## config.mk

```make
export PLATFORM = sky130hd
export DESIGN_NAME = alu_op_issue
export DESIGN_NICKNAME = d
export VERILOG_FILES = /design/src/rtl/alu_op_pkg.sv /design/src/rtl/alu_op_decode.sv /design/src/rtl/alu_op_issue.sv
export SDC_FILE = /design/constraint.sdc
export NUM_CORES = 1
export LEC_CHECK = 0
export ABC_CLOCK_PERIOD_IN_PS = 3300
export BUFFER_PORTS_ARGS = -buffer_cell sky130_fd_sc_hd__buf_2
export CORE_MARGIN = 8
export CORE_UTILIZATION = 45
export DETAILED_ROUTE_END_ITERATION = 10
export GPL_ROUTABILITY_DRIVEN = 0
export PLACE_DENSITY = 0.7
export SYNTH_ARGS = -nofsm -noshare
export SYNTH_HDL_FRONTEND = slang
export SYNTH_SLANG_ARGS = --single-unit
```

## constraint.sdc

```tcl
create_clock -name clk -period 3.3 [get_ports clk]
set_clock_uncertainty 0.2 [all_clocks]
set_input_delay 0.33 -clock clk [delete_from_list [all_inputs] [get_ports clk]]
set_output_delay 0.33 -clock clk [all_outputs]
set_load 0.05 [all_outputs]
```

## src/rtl/alu_op_pkg.sv

```systemverilog
// rtl/alu_op_pkg.sv - ALU operation codes, ALUOp/Funct7 encodings and issue payload type
package alu_op_pkg;

    localparam int OP_W  = 4;
    localparam int TAG_W = 5;

    localparam logic [OP_W-1:0] OP_AND     = 4'b0000;
    localparam logic [OP_W-1:0] OP_OR      = 4'b0001;
    localparam logic [OP_W-1:0] OP_ADD     = 4'b0010;
    localparam logic [OP_W-1:0] OP_SLL     = 4'b0100;
    localparam logic [OP_W-1:0] OP_SRL     = 4'b0101;
    localparam logic [OP_W-1:0] OP_XOR     = 4'b0110;
    localparam logic [OP_W-1:0] OP_SRA     = 4'b0111;
    localparam logic [OP_W-1:0] OP_BEQ     = 4'b1000;
    localparam logic [OP_W-1:0] OP_BNE     = 4'b1001;
    localparam logic [OP_W-1:0] OP_LTU     = 4'b1010;
    localparam logic [OP_W-1:0] OP_GEU     = 4'b1011;
    localparam logic [OP_W-1:0] OP_LT      = 4'b1100;
    localparam logic [OP_W-1:0] OP_SUB     = 4'b1101;
    localparam logic [OP_W-1:0] OP_ILLEGAL = 4'b1111;

    localparam logic [1:0] ALUOP_MEM = 2'b00;
    localparam logic [1:0] ALUOP_BR  = 2'b01;
    localparam logic [1:0] ALUOP_R   = 2'b10;
    localparam logic [1:0] ALUOP_I   = 2'b11;

    localparam logic [6:0] F7_BASE = 7'b0000000;
    localparam logic [6:0] F7_ALT  = 7'b0100000;

    typedef struct packed {
        logic [OP_W-1:0]  op;
        logic             br_invert;
        logic             illegal;
        logic [TAG_W-1:0] tag;
    } issue_t;

endpackage

```

## src/rtl/alu_op_decode.sv

```systemverilog
// rtl/alu_op_decode.sv - combinational ALUOp/Funct3/Funct7 to ALU operation decoder
module alu_op_decode
    import alu_op_pkg::*;
(
    input  logic [1:0]      aluop,
    input  logic [2:0]      funct3,
    input  logic [6:0]      funct7,
    output logic [OP_W-1:0] op,
    output logic            br_invert,
    output logic            illegal
);

    logic is_i;
    logic f7_base;
    logic f7_alt;
    logic bad;

    always_comb begin
        op        = OP_ADD;
        br_invert = 1'b0;
        bad       = 1'b0;
        is_i      = (aluop == ALUOP_I);
        f7_base   = (funct7 == F7_BASE);
        f7_alt    = (funct7 == F7_ALT);
        case (aluop)
            ALUOP_MEM: op = OP_ADD;
            ALUOP_BR: begin
                case (funct3)
                    3'b000:  op = OP_BEQ;
                    3'b001:  op = OP_BNE;
                    3'b100:  op = OP_LT;
                    // BGE reuses signed less-than; the branch unit inverts the result
                    3'b101:  begin op = OP_LT; br_invert = 1'b1; end
                    3'b110:  op = OP_LTU;
                    3'b111:  op = OP_GEU;
                    default: bad = 1'b1;
                endcase
            end
            default: begin
                // Immediate forms have no funct7 except on shifts
                case (funct3)
                    3'b000: begin
                        if (is_i || f7_base) op = OP_ADD;
                        else if (f7_alt)     op = OP_SUB;
                        else                 bad = 1'b1;
                    end
                    3'b111: begin op = OP_AND; bad = !(is_i || f7_base); end
                    3'b110: begin op = OP_OR;  bad = !(is_i || f7_base); end
                    3'b100: begin op = OP_XOR; bad = !(is_i || f7_base); end
                    3'b010: begin op = OP_LT;  bad = !(is_i || f7_base); end
                    3'b011: begin op = OP_LTU; bad = !(is_i || f7_base); end
                    3'b001: begin op = OP_SLL; bad = !f7_base; end
                    default: begin
                        if (f7_base)     op = OP_SRL;
                        else if (f7_alt) op = OP_SRA;
                        else             bad = 1'b1;
                    end
                endcase
            end
        endcase
        if (bad) begin
            op        = OP_ILLEGAL;
            br_invert = 1'b0;
        end
        illegal = bad;
    end

endmodule

```

## src/rtl/alu_op_issue.sv

```systemverilog
// rtl/alu_op_issue.sv - registered ALU op issue stage with 2-entry skid buffer
module alu_op_issue
    import alu_op_pkg::*;
#(
    parameter int OPCODE_LENGTH = 4,
    parameter int TAG_WIDTH     = 5
) (
    input  logic                     clk,
    input  logic                     reset,
    input  logic                     flush,
    input  logic                     in_valid,
    output logic                     in_ready,
    input  logic [1:0]               ALUOp,
    input  logic [2:0]               Funct3,
    input  logic [6:0]               Funct7,
    input  logic [TAG_WIDTH-1:0]     in_tag,
    output logic                     out_valid,
    input  logic                     out_ready,
    output logic [OPCODE_LENGTH-1:0] Operation,
    output logic                     br_invert,
    output logic                     illegal,
    output logic [TAG_WIDTH-1:0]     out_tag
);

    issue_t a_q, a_d;
    issue_t b_q, b_d;
    issue_t new_entry;
    logic   a_valid_q, a_valid_d;
    logic   b_valid_q, b_valid_d;
    logic   in_ready_q, in_ready_d;
    logic   accept;
    logic   pop;

    logic [OP_W-1:0] dec_op;
    logic            dec_br_invert;
    logic            dec_illegal;

    alu_op_decode u_decode (
        .aluop     (ALUOp),
        .funct3    (Funct3),
        .funct7    (Funct7),
        .op        (dec_op),
        .br_invert (dec_br_invert),
        .illegal   (dec_illegal)
    );

    always_comb begin
        new_entry           = '0;
        new_entry.op        = dec_op;
        new_entry.br_invert = dec_br_invert;
        new_entry.illegal   = dec_illegal;
        new_entry.tag       = in_tag;

        accept    = in_valid & in_ready_q;
        pop       = a_valid_q & out_ready;
        a_d       = a_q;
        b_d       = b_q;
        a_valid_d = a_valid_q;
        b_valid_d = b_valid_q;

        // Payloads are left untouched on flush; only the valid bits drop
        if (flush) begin
            a_valid_d = 1'b0;
            b_valid_d = 1'b0;
        end else begin
            if (pop) begin
                if (b_valid_q) begin
                    a_d       = b_q;
                    a_valid_d = 1'b1;
                    b_valid_d = 1'b0;
                end else begin
                    a_valid_d = 1'b0;
                end
            end
            // accept implies B is empty, so it never collides with the B->A move
            if (accept) begin
                if (!a_valid_q || pop) begin
                    a_d       = new_entry;
                    a_valid_d = 1'b1;
                end else begin
                    b_d       = new_entry;
                    b_valid_d = 1'b1;
                end
            end
        end
        in_ready_d = !b_valid_d;
    end

    always_ff @(posedge clk) begin
        if (!reset) begin
            a_q        <= '0;
            b_q        <= '0;
            a_valid_q  <= 1'b0;
            b_valid_q  <= 1'b0;
            in_ready_q <= 1'b1;
        end else begin
            a_q        <= a_d;
            b_q        <= b_d;
            a_valid_q  <= a_valid_d;
            b_valid_q  <= b_valid_d;
            in_ready_q <= in_ready_d;
        end
    end

    assign in_ready  = in_ready_q;
    assign out_valid = a_valid_q;
    assign Operation = a_q.op;
    assign br_invert = a_q.br_invert;
    assign illegal   = a_q.illegal;
    assign out_tag   = a_q.tag;

endmodule

```

[Word level (Yosys, flattened, before mapping)]
Cells that the tools add are included.
Cells by class
  equal/unequal tests: 10
  mux-type cells: 29
  bitwise operators: 5
  reductions and logical operators: 14
Operators with widths (count)
  $mux 11: 4
  $pmux 4 s7: 1
  $pmux 4 s5: 1
  $mux 4: 4
  $mux 1: 15
  $eq 3x3->1 const B: 4
  $pmux 4 s2: 1
  $eq 7x6->1 const B: 1
  $logic_not 7->1: 1
  $eq 3x2->1 const B: 2
  $reduce_or 6->1: 1
  $reduce_or 5->1: 1
  $logic_not 1->1: 4
  $reduce_or 2->1: 2
  $eq 3x1->1 const B: 1
  $logic_not 3->1: 1
  $mux 3: 1
  $not 1->1: 3
  $pmux 1 s3: 1
  $reduce_and 3->1: 1
  $and 1x1->1: 2
  $eq 2x1->1 const B: 1
  $eq 2x2->1 const B: 1
  $logic_not 2->1: 1
  2 further kinds: 3
Storage, ports and cells
  bits in registers: 25
  input port bits: 22
  output and inout bits: 13

[Logic depth before layout (Yosys ltp)]
  depth in word-level cells: 8
  depth in mapped cells: 6
  mapped depth without buffers: 5

[Hierarchy]
A second synthesis with hierarchy kept.
Second synthesis, totals
  cells, all modules: 201
  area, all modules: 1585.3 um^2
Modules (own cells, without submodules)
  alu_op_issue: times used 1, cells each 144, area each 1229.9 um^2, seq. area each 500.5 um^2
  alu_op_decode: times used 1, cells each 57, area each 355.3 um^2, seq. area each 0.0 um^2

[Worst setup path before layout]
Ideal clock, no wire load.
  path kind: reg2reg
  start: register a_valid_q (netlist: out_valid)
  end: register b_q[7] (netlist name)
  arrival: 1.702 ns
  data required time: 2.981 ns
  setup slack: 1.279 ns
  stages on the path, launching flop included: 6
  cells stage by stage: dfxtp_1 > nand2b_1 > nor3_1 > nor2b_1 > nand3b_1 > o221a_2
Between the ends
  cells in the longest elaborated chain, start to end: 4
  elaborated cells between the ends (all ways): 5
RTL lines
  from (decl): RTL line alu_op_issue.sv:28  | logic a_valid_q, a_valid_d;
  from (signal assigned): RTL line alu_op_issue.sv:99  | a_valid_q <= a_valid_d;
  $and 1x1->1 / $logic_not 1->1 (equally long branches): RTL line alu_op_issue.sv:55, alu_op_issue.sv:77
  $logic_or 1x1->1 (*): RTL line alu_op_issue.sv:77  | if (!a_valid_q || pop) begin
  $not 1->1 (no source line) (*)
  $reduce_and 3->1 (no source line) (*)
  to (signal assigned): RTL line alu_op_issue.sv:92  | b_q <= '0;
  to (signal assigned): RTL line alu_op_issue.sv:98  | b_q <= b_d;
  to (decl): RTL line alu_op_issue.sv:26  | issue_t b_q, b_d;
Every way passes the cells marked *; elsewhere a longest branch is shown, timed or not.
A chain may end at the register's enable or synchronous reset.

[Worst setup path after layout]
  start: register a_valid_q (netlist: out_valid)
  end: register a_q (netlist bit out_tag[3])
Between the ends
  cells in the longest elaborated chain, start to end: 4
  elaborated cells between the ends (all ways): 6
RTL lines
  $and 1x1->1 / $logic_not 1->1 (equally long branches): RTL line alu_op_issue.sv:55, alu_op_issue.sv:77
  $mux 11 / $logic_or 1x1->1 (equally long branches): RTL line alu_op_issue.sv:66, alu_op_issue.sv:77
  $mux 11: RTL line alu_op_issue.sv:77
  $mux 11 (*): RTL line alu_op_issue.sv:76  | if (accept) begin
  to (signal assigned): RTL line alu_op_issue.sv:91  | a_q <= '0;
  to (signal assigned): RTL line alu_op_issue.sv:97  | a_q <= a_d;
  to (decl): RTL line alu_op_issue.sv:25  | issue_t a_q, a_d;
Marked as above.

==> results.py <==
metrics = {
    "placed_design": {
        "io_buffers": 34,
        "dp.final_hpwl_um": 2780,
        "dp.cells": 218,
    },
    "setup_path": {
        "end_kind": "flop",
        "path_max_fanout": 12,
        "worst_setup_path_start_kind": "flop",
        "worstSetupPathType": "reg -> reg",
        "worstPathRequired_ps": 3350,
        "arrival_ps": 2040,
    },
    "layout": {
        "mostFrequentLayoutCells": "buf_2 (34), dfxtp_1 (25), nand2_1 (17)",
        "num_antenna_cells": 0,
        "drive_above_1_share_pct": 23.6,
        "layout.cells.most_common": "buf_2",
        "final_nets": 214,
        "syn2layout_area_growth_pct": 15.4,
        "final_cells": 222,
    },
    "floorplan": {
        "rows": 19,
        "io_pins": 35,
        "core_area_mm2": 0.00278,
        "initial_core_util_pct": 47.5,
        "chipHeight_um": 70.2,
        "die_area_mm2": 0.00493,
        "die_x_um": 70.2,
    },
    "timing": {
        "setup_tns_ps": 0,
        "tightestPinTransition_ps": 600,
        "finalHoldViolations": 0,
        "timing.fmax_mhz": 504,
        "fin_crit_sh_pct": 60.1,
        "drv_slew": 0,
        "max-slew-margin-rel_pct": 59.3,
        "finalCriticalPeriod_ps": 1980,
        "setup_viol": 0,
        "rsz0062_at_grt": "false",
        "whs_ps": 57.0,
    },
    "drt": {
        "first_iter_violations": 127,
        "dr_total_vias": 1364,
        "via_per_inst": 6.14,
        "antenna_left": 0,
        "wl_um": 3670,
        "drc": 0,
        "drt_first_pass_iters": 4,
        "wl_per_cell_um": 16.5,
    },
    "logic_synthesis": {
        "syn_inst": 160,
        "synth-main-ff-cell": "dfxtp_1",
        "syn_area_mm2": 0.00132,
        "syn_avg_cell_area_um2": 8.27,
        "yosysSeqAreaShare_pct": 37.8,
        "ys_ff_latch": 25,
        "synth_warnings": 0,
        "yosysUniqueCellTypes": 42,
        "synth_nets": 182,
        "synth-edff-count": 0,
        "synthArstFlopShare_pct": 0,
    },
    "cts": {
        "postCtsSetupRepairBufs": 0,
        "ctsHoldBuffers": 0,
        "clock-sinks": 25,
        "cts_resized": 0,
        "worstSkewPairLatency_ps": 320,
        "cts_root_buf": "clkbuf_4",
        "cts_tree": "built",
        "clkTransAtPathRegs_ps": 130,
        "htree_levels": 1,
        "clock_path_buffers": 2,
        "cts_made_buffers": 3,
    },
    "outcome": {
        "status": "completed",
    },
    "power": {
        "p_leak_uw": 0.000636,
        "max-vdd-ir-drop_mv": 0.397,
        "p_per_area_mw_per_mm2": 390,
        "total_power_uw": 595,
    },
    "worst_hold_path": {
        "worst_hold_path_type": "in -> reg",
    },
    "global_routing": {
        "grt_max_degree": 18,
        "grt_overflow": 0,
        "grt_antenna_before_repair": 0,
        "grt_pass1_wl_um": 5920,
        "track_usage_pct": 14.2,
        "grt_pass1_vias": 1287,
    },
    "run": {
        "drv_cap": 0,
    },
}
## final timing paths
| check | from | to | slack [ps] | depth (start not counted) |
|---|---|---|---|---|
| worst max-delay path | out_valid | out_tag[3] | 1320 | 5 |
| worst min-delay path | in_tag[3] | b_q[3] | 60 | 3 |
| worst max register to register | out_valid | out_tag[3] | 1320 | 5 |
| worst min register to register | br_invert | br_invert | 280 | 1 |
## sequential cells by signal (all words and copies together), names as in the netlist
| register | count |
|---|---|
| b_q | 11 |
| in_ready | 1 |
| br_invert | 1 |
| out_valid | 1 |
| b_valid_q | 1 |
| Operation | 4 |
| out_tag | 5 |
| illegal | 1 |
## synth_stat cells, types with 3 or more instances
master	n	share of area, %
a21oi_1	15	5.7
a31oi_1	5	2.4
clkbuf_1	5	1.4
dfxtp_1	25	38
inv_1	7	2.0
mux2i_1	6	4.5
nand2_1	17	4.8
nand2b_1	5	2.4
nand3_1	4	1.5
nor2_1	11	3.1
nor2b_1	3	1.4
o21ai_0	11	4.2
o22ai_1	6	2.8
## kinds of logic after synthesis
kind of cell / Yosys count / share of synthesized area (%)
multiplexers: 6 / 4.54
AO/OA/AOI/OAI: 57 / 29.5
buffers and inverters: 15 / 5.01
flip-flops: 25 / 37.8
AND/OR/NAND/NOR: 57 / 23.1
## metal layers
layer  GRT usage [%]  vias up  part of all wire, %
li1                -      669                    -
met1            17.1      641                   42
met2            23.6       52                   51
met3            5.23        2                  6.8
met4            2.46        0                 0.44
met5               0        -                    0
## area by class of cell
cell class | count | area, um^2
clock buffers | 3 | 22.5
clock inverters | 1 | 5.00
fillers | 274 | 1250
inverters | 7 | 26.3
multi-input cells | 120 | 756
flip-flops and latches | 25 | 500
well taps | 31 | 38.8
repair buffers | 35 | 178
## stage by stage
step / instance area [um^2] / setup WS, ps / utilization [%]
after floorplan: 1320 / 1280 / -
after CTS: 1530 / 1350 / 54.9
after global placement: 1500 / 1160 / 53.9
final: 1530 / 1320 / 54.9
after detailed placement: 1500 / 1110 / 53.9
after global routing: 1530 / 1150 / 54.9
## power breakdown
part	switching [uW]	internal [uW]
clock network	91.3	45.4
logic	94.1	43.6
registers	7.54	314
## worst max-delay path, stage by stage (launching register included)
cell and delay, ps:
dfxtp_1 400, nand2b_1 130, nand3_1 380, a21oi_1 500
o21ai_0 150, a21oi_1 160
Note: power is estimated with default switching activity, not from simulation.
